$ cat config.mk
export PLATFORM = sky130hd
export DESIGN_NAME = count_mon
export DESIGN_NICKNAME = d
export VERILOG_FILES = /design/src/rtl/count_mon_pkg.sv /design/src/rtl/count_mon_sat_inc.sv /design/src/rtl/count_mon.sv
export SDC_FILE = /design/constraint.sdc
export NUM_CORES = 1
export LEC_CHECK = 0
export CELL_PAD_IN_SITES_DETAIL_PLACEMENT = 0
export CELL_PAD_IN_SITES_GLOBAL_PLACEMENT = 1
export CORE_MARGIN = 2
export CORE_UTILIZATION = 38
export CTS_CLUSTER_SIZE = 25
export DETAILED_ROUTE_END_ITERATION = 12
export PLACE_DENSITY_LB_ADDON = 0.1
export SYNTH_ARGS = -nofsm -noshare
export SYNTH_HDL_FRONTEND = slang
export SYNTH_SLANG_ARGS = --single-unit
$ cat constraint.sdc
create_clock -name CLK -period 3.99 [get_ports CLK]
set_input_delay 1.197 -clock CLK [delete_from_list [all_inputs] [get_ports CLK]]
set_output_delay 1.197 -clock CLK [all_outputs]
set_load 0.01 [all_outputs]
$ cat src/rtl/count_mon_pkg.sv
// Shared types and parameter defaults for the count_mon sequence monitor.
package count_mon_pkg;

    localparam int unsigned CNT_W_DEF    = 8;
    localparam int unsigned WRAP_W_DEF   = 16;
    localparam int unsigned ERR_W_DEF    = 8;
    localparam int unsigned RELOCK_N_DEF = 4;

    // Tracking state of the monitored counter stream
    typedef enum logic [1:0] {
        SYNC = 2'd0,
        LOCK = 2'd1,
        MISS = 2'd2
    } state_t;

endpackage

$ cat src/rtl/count_mon_sat_inc.sv
// Width-parameterised saturating increment: holds at all-ones instead of wrapping.
module count_mon_sat_inc #(
    parameter int unsigned W = 8
) (
    input  logic [W-1:0] i_val,
    input  logic         i_inc,
    output logic [W-1:0] o_next_c
);

    // Increment only when requested and not already at the ceiling
    always_comb begin
        o_next_c = i_val;
        if (i_inc && (i_val != {W{1'b1}})) begin
            o_next_c = i_val + W'(1);
        end
    end

endmodule

$ cat src/rtl/count_mon.sv
// count_mon: watches a free-running counter's output against its enable and
// flags sequence errors, tracks lock state and counts valid rollovers.
// Optional build macro COUNT_MON_HIST_EN adds ERR_EXP/ERR_ACT, which hold the
// expected and actual value of the most recent error.
module count_mon
    import count_mon_pkg::*;
#(
    parameter int unsigned CNT_W    = CNT_W_DEF,
    parameter int unsigned WRAP_W   = WRAP_W_DEF,
    parameter int unsigned ERR_W    = ERR_W_DEF,
    parameter int unsigned RELOCK_N = RELOCK_N_DEF
) (
    input  logic              CLK,
    input  logic              RST,
    input  logic              EN,
    input  logic [CNT_W-1:0]  CNT,
    output logic              LOCKED,
    output logic              ERR,
    output logic [ERR_W-1:0]  ERR_CNT,
    output logic              WRAP,
    output logic [WRAP_W-1:0] WRAP_CNT
`ifdef COUNT_MON_HIST_EN
    ,
    output logic [CNT_W-1:0]  ERR_EXP,
    output logic [CNT_W-1:0]  ERR_ACT
`endif
);

    localparam int unsigned GOOD_W = $clog2(RELOCK_N + 1);

    state_t              r_state;
    state_t              w_next_state;
    logic                r_en_d;
    logic [CNT_W-1:0]    r_cnt_d;
    logic [GOOD_W-1:0]   r_good;
    logic [GOOD_W-1:0]   w_good_inc;
    logic [GOOD_W-1:0]   w_good_next;
    logic [ERR_W-1:0]    w_err_cnt_next;
    logic [CNT_W-1:0]    w_expected;
    logic                w_match;
    logic                w_rollover;
    logic                w_relock;
    logic                w_err;
    logic                w_wrap;

    // Reference for this sample, built from the previous cycle's enable and value
    always_comb begin
        w_expected = r_en_d ? (r_cnt_d + CNT_W'(1)) : r_cnt_d;
        w_match    = (CNT == w_expected);
        w_rollover = r_en_d && (r_cnt_d == {CNT_W{1'b1}}) && (CNT == '0);
        w_relock   = w_match && (w_good_inc == GOOD_W'(RELOCK_N));
    end

    count_mon_sat_inc #(
        .W (GOOD_W)
    ) u_good_inc (
        .i_val    (r_good),
        .i_inc    (1'b1),
        .o_next_c (w_good_inc)
    );

    count_mon_sat_inc #(
        .W (ERR_W)
    ) u_err_inc (
        .i_val    (ERR_CNT),
        .i_inc    (w_err),
        .o_next_c (w_err_cnt_next)
    );

    // State register
    always_ff @(posedge CLK) begin
        if (RST) begin
            r_state <= SYNC;
        end else begin
            r_state <= w_next_state;
        end
    end

    // Next-state logic
    always_comb begin
        w_next_state = r_state;
        case (r_state)
            SYNC:    w_next_state = LOCK;
            LOCK:    if (!w_match) w_next_state = MISS;
            MISS:    if (w_relock) w_next_state = LOCK;
            default: w_next_state = SYNC;
        endcase
    end

    // Per-state event decode; the first sample after reset is only captured
    always_comb begin
        w_err       = 1'b0;
        w_wrap      = 1'b0;
        w_good_next = r_good;
        case (r_state)
            LOCK: begin
                w_err       = !w_match;
                w_wrap      = w_match && w_rollover;
                w_good_next = '0;
            end
            MISS: begin
                w_err  = !w_match;
                w_wrap = w_match && w_rollover;
                if (!w_match || w_relock) begin
                    w_good_next = '0;
                end else begin
                    w_good_next = w_good_inc;
                end
            end
            default: begin
                w_err       = 1'b0;
                w_wrap      = 1'b0;
                w_good_next = '0;
            end
        endcase
    end

    // Sample pipeline, counters and registered outputs; reference always follows CNT
    always_ff @(posedge CLK) begin
        if (RST) begin
            r_en_d   <= 1'b0;
            r_cnt_d  <= '0;
            r_good   <= '0;
            LOCKED   <= 1'b0;
            ERR      <= 1'b0;
            WRAP     <= 1'b0;
            ERR_CNT  <= '0;
            WRAP_CNT <= '0;
        end else begin
            r_en_d   <= EN;
            r_cnt_d  <= CNT;
            r_good   <= w_good_next;
            LOCKED   <= (w_next_state == LOCK);
            ERR      <= w_err;
            WRAP     <= w_wrap;
            ERR_CNT  <= w_err_cnt_next;
            if (w_wrap) begin
                WRAP_CNT <= WRAP_CNT + WRAP_W'(1);
            end
        end
    end

`ifdef COUNT_MON_HIST_EN
    // Capture expected/actual of the most recent error
    always_ff @(posedge CLK) begin
        if (RST) begin
            ERR_EXP <= '0;
            ERR_ACT <= '0;
        end else if (w_err) begin
            ERR_EXP <= w_expected;
            ERR_ACT <= CNT;
        end
    end
`endif

endmodule

Word-level counts from Yosys, hierarchy flattened
Cells that the tools add are included.
{ "totals": {"wordCells": 40, "out_inout_bits": 27, "regBits": 41, "input_bits": 11} }
{ "op_classes": {"n_bitwise": 1, "eq_ne": 8, "reduce_logical": 11, "muxes": 7, "add_sub_neg": 4} }
{ "op_table": {"columns": ["operator", "count"], "rows": [
  ["$add A16 B1 Y16 const B", 1],
  ["$add A8 B1 Y8 const B", 2],
  ["$eq A8 B8 Y1", 1],
  ["$eq A8 B8 Y1 const B", 1],
  ["$logic_not A8 Y1", 1],
  ["$mux W8", 1],
  ["$ne A8 B8 Y1 const B", 1],
  ["$pmux W2 S3", 1],
  ["$logic_and A1 B1 Y1", 5],
  ["$eq A2 B1 Y1 const B", 2],
  ["$mux W2", 2],
  ["$add A3 B1 Y3 const B", 1],
  ["$eq A3 B3 Y1 const B", 1],
  ["$mux W3", 1],
  ["$ne A3 B3 Y1 const B", 1],
  ["$reduce_or A3 Y1", 1],
  ["$eq A2 B2 Y1 const B", 1],
  ["$logic_not A2 Y1", 1],
  ["$mux W1", 2],
  ["$reduce_or A2 Y1", 1],
  ["$logic_not A1 Y1", 1],
  ["$logic_or A1 B1 Y1", 1],
  ["$not A1 Y1", 1]
]} }

Logic depth before layout (Yosys ltp)
Gate-level depths: netlist (run 1).
{ "depth": {"word_depth": 7, "depth_mapped": 10, "ltp_nobuf": 8} }

By module
A second synthesis (run 1) with hierarchy kept.
{ "unflattened": {"cells_unflattened": 263, "area_unflattened_um2": 2394.8} }
{ "by_module_without_submodules": {"columns": ["mod", "cells_per_inst", "area_per_inst_um2", "n_inst", "seq_area_each_um2"], "rows": [
  ["count_mon", 231, 2125.8, 1, 820.8],
  ["count_mon_sat_inc (u_err_inc)", 26, 191.4, 1, 0.0],
  ["count_mon_sat_inc (u_good_inc)", 6, 77.6, 1, 0.0]
]} }

Worst setup path before layout (run 1)
No wires, ideal clock.
{ "synth_timing": {"path_type": "input to register", "startpoint": "input CNT[7]", "endpoint": "register WRAP_CNT[13]", "t_required_ps": 3920, "arrival_ps": 3614, "path_slack_ps": 306, "setup_time_ps": 70, "stages": 8, "n_path_buf": 1, "cell_sequence": "xnor2_1 -> or3_1 -> a221o_1 -> a2111o_1 -> or4_4 -> buf_6 -> or3_1 -> a21oi_1"} }
{ "synth_between": {"elab_chain_cells": 4, "elab_cells_between_ends": 5, "classes_between": "eq/ne: 1; mux: 1; reduce/logical: 3"} }
{ "synth_rtl": {"columns": ["item", "line", "source"], "rows": [
  ["from (decl)", "count_mon.sv:16", "input logic [CNT_W-1:0] CNT,"],
  ["$logic_not A8 Y1", "count_mon.sv:50", "w_rollover = r_en_d && (r_cnt_d == {CNT_W{1'b1}}) && (CNT == '0);"],
  ["$logic_and A1 B1 Y1", "count_mon.sv:50", null],
  ["$logic_and A1 B1 Y1 *", "count_mon.sv:98, count_mon.sv:103", null],
  ["$mux W1 *", null, null],
  ["to (signal assigned)", "count_mon.sv:138", "WRAP_CNT <= WRAP_CNT + WRAP_W'(1);"],
  ["to (decl)", "count_mon.sv:21", "output logic [WRAP_W-1:0] WRAP_CNT"]
]} }
Every way passes the cells marked *; elsewhere a longest branch is shown, timed or not.
A chain may end at the register's enable or synchronous reset.

Worst setup path after layout (run 1)
Ends and elaborated chain as after synthesis.

==> flow_summary.yaml, run 1 <==
status:
  status: "finished, final reports clean"
routing:
  wl_um: 4460
  drcViolationCount: 0
  detail-route-antenna-nets: 0
  dr.pass1.iters: 4
  vias: 1797
  drt_iter0_drc: 66
  wl_per_cell_um: 12.8
  viasPerCell: 5.15
clocking:
  cts_root_buf: "clkbuf_8"
  path_clk_slew_ps: 80
  clk_path_buf_depth: 2
  clkSinkCount: 41
  ctsHoldBuffers: 0
  htreeDepth: 2
  numCtsBuffers: 5
  cts_tree: "yes"
  clkLatencyLatePin_ps: 290
floorplan:
  die_h_um: 77.2
  io_pins: 38
  fp.dieArea_sq_mm: 0.00596
  die_width_um: 77.2
  num_rows: 26
  start_util: 0.396
  core_area_sq_mm: 0.00514
critical_path:
  cp.arrival_ps: 4080
  crit_path_start_kind: "input pin"
  cp-end-kind: "register"
  worstPathRequired_ps: 4220
  critical_path.max_fanout: 13
  critPathKind: "in2reg"
timing:
  finClkSkew_ps: 3.93
  maxSlewViolCount: 0
  worst_pin_slew_ps: 421
  setup_viol: 0
  relSlewSlack: 0.720
  max_freq_mhz: 260
  rsz0062_at_grt: "false"
  timing_hold_violations_final: 0
  post-route-period-util: 0.965
  period_minus_slack_ps: 3850
logic_synthesis:
  synth_top_flop_cell: "dfxtp_1"
  netlist_area_sq_mm: 0.00204
  synth_nets: 253
  syn_inst: 234
  ys_types: 40
  ys_seq_elements: 41
  avgSynthCellArea_sq_um: 8.70
  ys_warn_count: 0
  synth-edff-count: 0
  ys_seq_area_frac: 0.403
  async_flop_share: 0
global_route:
  grt_pass1_wl_um: 7470
  grt_use_total: 0.154
  overflow: 0
  antenna_found_initial: 0
  grt_max_degree: 41
  grt_pass1_vias: 1669
run:
  maxCapViolCount: 0
layout:
  layout-drive-gt1-share: 0.0753
  final_common_cell: "dfxtp_1"
  multi_input_area_sq_mm: 0.00116
  postLayoutCellArea_sq_mm: 0.00261
  antennaDiodeCount: 0
  regArea_sq_um: 821
  mostFrequentLayoutCells: "dfxtp_1, clkdlybuf4s50_1, a21oi_1, or3_1, nor2_1"
  finalCoreUtilization: 0.508
  nNetsFinal: 297
  n_fill_cell: 531
  syn2layout_area_growth_pct: 28.3
placed_design:
  dpl_cell_area_sq_mm: 0.00250
  io_buffers: 37
  dp_hpwl_um: 3020
  gp_congestion: 0.718
power:
  power_uw: 849
  power.density_mw_per_mm2: 325
  power.leakage_nw: 0.897
  peakVddDrop_v: 0.000214
worst_hold_path:
  worstHoldPathType: "reg2reg"
-- repair_timing --
action	in CTS	in global routing
endpoints found under the setup margin	0	2
buffers inserted	0	0
resized for setup	0	1
-- through the flow --
stage               hold WS, ps  TNS, ps  cells  setup WS (ps)
global route                521        0    349           12.0
finish                      494        0    349            138
detailed placement          484    -2320    340           -179
CTS                         498        0    348            141
global placement            482    -1800    340           -137
floorplan                   473        0    234            306
-- cell type report --
class                   count  area share
multi-input cells         180       0.443
flip-flops and latches     41       0.314
repair buffers             44       0.162
clock buffers               7      0.0369
well taps                  70      0.0335
inverters                   6     0.00862
clock inverters             1     0.00192
-- flip-flops by register name (all words and copies together), names as in the netlist --
register	flops
WRAP_CNT	16
ERR_CNT	8
r_cnt_d	8
r_good	3
r_state	2
ERR	1
LOCKED	1
WRAP	1
r_en_d	1
-- worst max-delay path, stage by stage --
cell and delay (ps):
clkdlybuf4s50_1 430, xnor2_1 140, or3_1 370, a221o_1 360
a2111o_1 420, or4_4 650, or3_1 370, a21oi_1 140
-- worst paths after layout --
path | start | endpoint | slack [ps] | cells after the start
worst max-delay path | CNT[7] | WRAP_CNT[13] | 140 | 8
worst min-delay path | WRAP_CNT[15] | WRAP_CNT[15] | 490 | 2
worst max register to register | r_cnt_d[1] | WRAP_CNT[13] | 930 | 8
worst min register to register | WRAP_CNT[15] | WRAP_CNT[15] | 490 | 2
-- layer usage --
layer,GRT usage,up-vias,routed length (um)
met3,0.0341,7,161
met1,0.201,826,2200
met5,0,-,0
met2,0.249,31,2020
li1,-,933,-
met4,0.0589,0,72
-- cell usage after synthesis (2+ instances only) --
cell type	instances	area share
dfxtp_1	41	0.40
a21oi_1	21	0.052
or3_1	18	0.055
nor2_1	13	0.024
o21ai_0	12	0.030
nand3_1	11	0.027
nor2b_1	11	0.034
xnor2_1	11	0.047
nand2_1	10	0.018
ha_1	8	0.049
nand4_1	7	0.022
o21ai_1	7	0.017
and3_1	6	0.018
inv_1	6	0.011
clkbuf_1	5	0.0092
xor2_1	5	0.022
nor3_1	4	0.0098
a31oi_1	3	0.0092
and2_1	3	0.0092
nand2b_1	3	0.0092
o21a_1	3	0.011
buf_6	2	0.011
mux2_2	2	0.011
mux2i_1	2	0.0098
nand3b_1	2	0.0074
nand4b_1	2	0.0086
nor3b_1	2	0.0074
nor4_1	2	0.0061
-- kinds of logic after synthesis --
logic type / after synthesis / share of synthesized area
AO/OA/AOI/OAI: 51 / 0.141
XOR/XNOR: 16 / 0.0688
adder cells (fa/ha/maj): 8 / 0.0492
buffers and inverters: 14 / 0.0338
flip-flops: 41 / 0.403
multiplexers: 4 / 0.0209
AND/OR/NAND/NOR: 100 / 0.283
-- power breakdown --
| part | total, mW | switching (mW) | internal, mW |
|---|---|---|---|
| sequential | 0.439 | 0.0151 | 0.424 |
| clock | 0.304 | 0.147 | 0.157 |
| combinational | 0.106 | 0.0496 | 0.0561 |
(Power assumes the default switching activity.)
==> run 2, diff against run 1 <==
Settings changed: ABC_CLOCK_PERIOD_IN_PS set to 3990, RECOVER_POWER set to 25.
==> run 2 against run 1 <==
  * Sequential power hardly changed
  * Clock-buffer cell count unchanged
  * Clock skew hardly changed
  * Critical endpoint is now WRAP_CNT[15]
  * Via count fell by 0.50%
  * Setup slack got worse by 0.72 ps
==> flow_summary.yaml, run 2 (synthesis gave the netlist of run 1 again) <==
floorplan:
  start_util: 0.396
  io_pins: 38
  fp.dieArea_sq_mm: 0.00596
  die_width_um: 77.2
  die_h_um: 77.2
  core_area_sq_mm: 0.00514
  num_rows: 26
clocking:
  clkLatencyLatePin_ps: 290
  path_clk_slew_ps: 80
  cts_root_buf: "clkbuf_8"
  clkSinkCount: 41
  cts_tree: "yes"
  numCtsBuffers: 5
  clk_path_buf_depth: 2
  htreeDepth: 2
critical_path:
  cp_common_cell: "or3_1"
  ff2ff_path_depth: 8
  crit_path_start_kind: "input pin"
  cp.arrival_ps: 4080
  critPathKind: "in2reg"
  critical_path.max_fanout: 13
  worstPathCellList: "clkdlybuf4s50_1, xnor2_1, or3_1, a221o_1, a2111o_1, or4_4, or3_1, a21oi_1"
  max_stage_delay_ps: 650
  cp_slowest_cell: "or4_4"
  cp-end-kind: "register"
  worstPathRequired_ps: 4220
global_route:
  grt_pass1_vias: 1669
  grt_use_total: 0.154
  overflow: 0
  grt_pass1_wl_um: 7470
  antenna_found_initial: 0
  grt_max_degree: 41
status:
  status: "finished, final reports clean"
worst_hold_path:
  worstHoldPathType: "reg2reg"
  min_path_cells: 2
layout:
  largestRegisters: "WRAP_CNT: 16 flops, ERR_CNT: 8 flops, r_cnt_d: 8 flops"
  mostFrequentLayoutCells: "dfxtp_1, clkdlybuf4s50_1, a21oi_1, or3_1, nor2_1"
  fin_cells: 349
  syn2layout_area_growth_pct: 28.3
  antennaDiodeCount: 0
  finalCoreUtilization: 0.508
  nNetsFinal: 297
  largest_reg_flops: 16
  largest-register: "WRAP_CNT"
  layout-drive-gt1-share: 0.0753
  final_common_cell: "dfxtp_1"
power:
  p_clk_frac: 0.359
  internal_power_uw: 635
  seqPwrFrac: 0.518
  combPwrFrac: 0.123
  p_sw_frac: 0.250
  power.leakage_nw: 0.920
  p_switching_uw: 212
  power.density_mw_per_mm2: 324
  peakVddDrop_v: 0.000213
timing:
  maxSlewViolCount: 0
  worst_pin_slew_ps: 430
  period_minus_slack_ps: 3850
  rsz0062_at_grt: "false"
  relSlewSlack: 0.714
  finClkSkew_ps: 4.35
  setup_viol: 0
  timing_hold_violations_final: 0
  max_freq_mhz: 260
  post-route-period-util: 0.966
run:
  maxCapViolCount: 0
routing:
  drcViolationCount: 0
  detail-route-antenna-nets: 0
  wl_um: 4470
  wl_per_cell_um: 12.8
  vias: 1788
  drt_iter0_drc: 60
  viasPerCell: 5.12
  dr.pass1.iters: 4
placed_design:
  placed_cells: 340
  gp_congestion: 0.718
  dp_hpwl_um: 3020
  io_buffers: 37
[run 2: critical path, delay by kind of cell]
| family | cells | cell delay, ps |
|---|---|---|
| compound gates | 3 | 920 |
| buf+inv | 1 | 430 |
| simple gates | 3 | 1400 |
| xor+xnor | 1 | 140 |
[run 2: layout make-up]
class	count	area, sq um
Fill cell	531	2530
Sequential cell	41	821
Clock buffer	7	96.3
Clock inverter	1	5.00
Timing Repair Buffer	44	423
Multi-Input combinational cell	180	1160
Inverter	6	22.5
Tap cell	70	87.6
[run 2: power by group through the flow]
| stage | Sequential [mW] | Combinational [mW] | Clock, mW |
|---|---|---|---|
| after CTS | 0.439 | 0.107 | 0.311 |
| after global placement | 0.449 | 0.106 | 0 |
| after global routing | 0.441 | 0.117 | 0.327 |
| after floorplan | 0.449 | 0.0589 | 0 |
| final | 0.439 | 0.104 | 0.304 |
| after detailed placement | 0.448 | 0.106 | 0 |
[run 2: worst paths after layout]
| kind | start | endpoint | slack, ps |
|---|---|---|---|
| worst max register to register | r_cnt_d[1] | WRAP_CNT[15] | 930 |
| worst min-delay path | WRAP_CNT[15] | WRAP_CNT[15] | 490 |
| worst min register to register | WRAP_CNT[15] | WRAP_CNT[15] | 490 |
| worst max-delay path | CNT[7] | WRAP_CNT[15] | 140 |
[run 2: metal layers]
metal	share of wire	global-route usage	vias up
met5	0	0	-
met4	0.016	0.0589	0
met3	0.036	0.0341	7
met2	0.45	0.249	30
met1	0.50	0.201	817
li1	-	-	934
[run 2: repair_timing]
item,CTS,global route
endpoints found under the hold margin,0,0
setup buffers,0,0
gates resized for setup,0,1
hold buffers,0,0
setup endpoints to repair,0,2
[run 2: per-stage QoR]
stage               setup TNS (ps)  total power [mW]  worst slack [ps]  instance area, sq um  hold slack, ps
floorplan                        0             0.508               306                  2040             473
global placement             -1800             0.554              -137                  2500             482
detailed placement           -2320             0.554              -179                  2500             484
CTS                              0             0.857               141                  2600             498
global route                     0             0.885              12.0                  2610             519
finish                           0             0.847               137                  2610             493
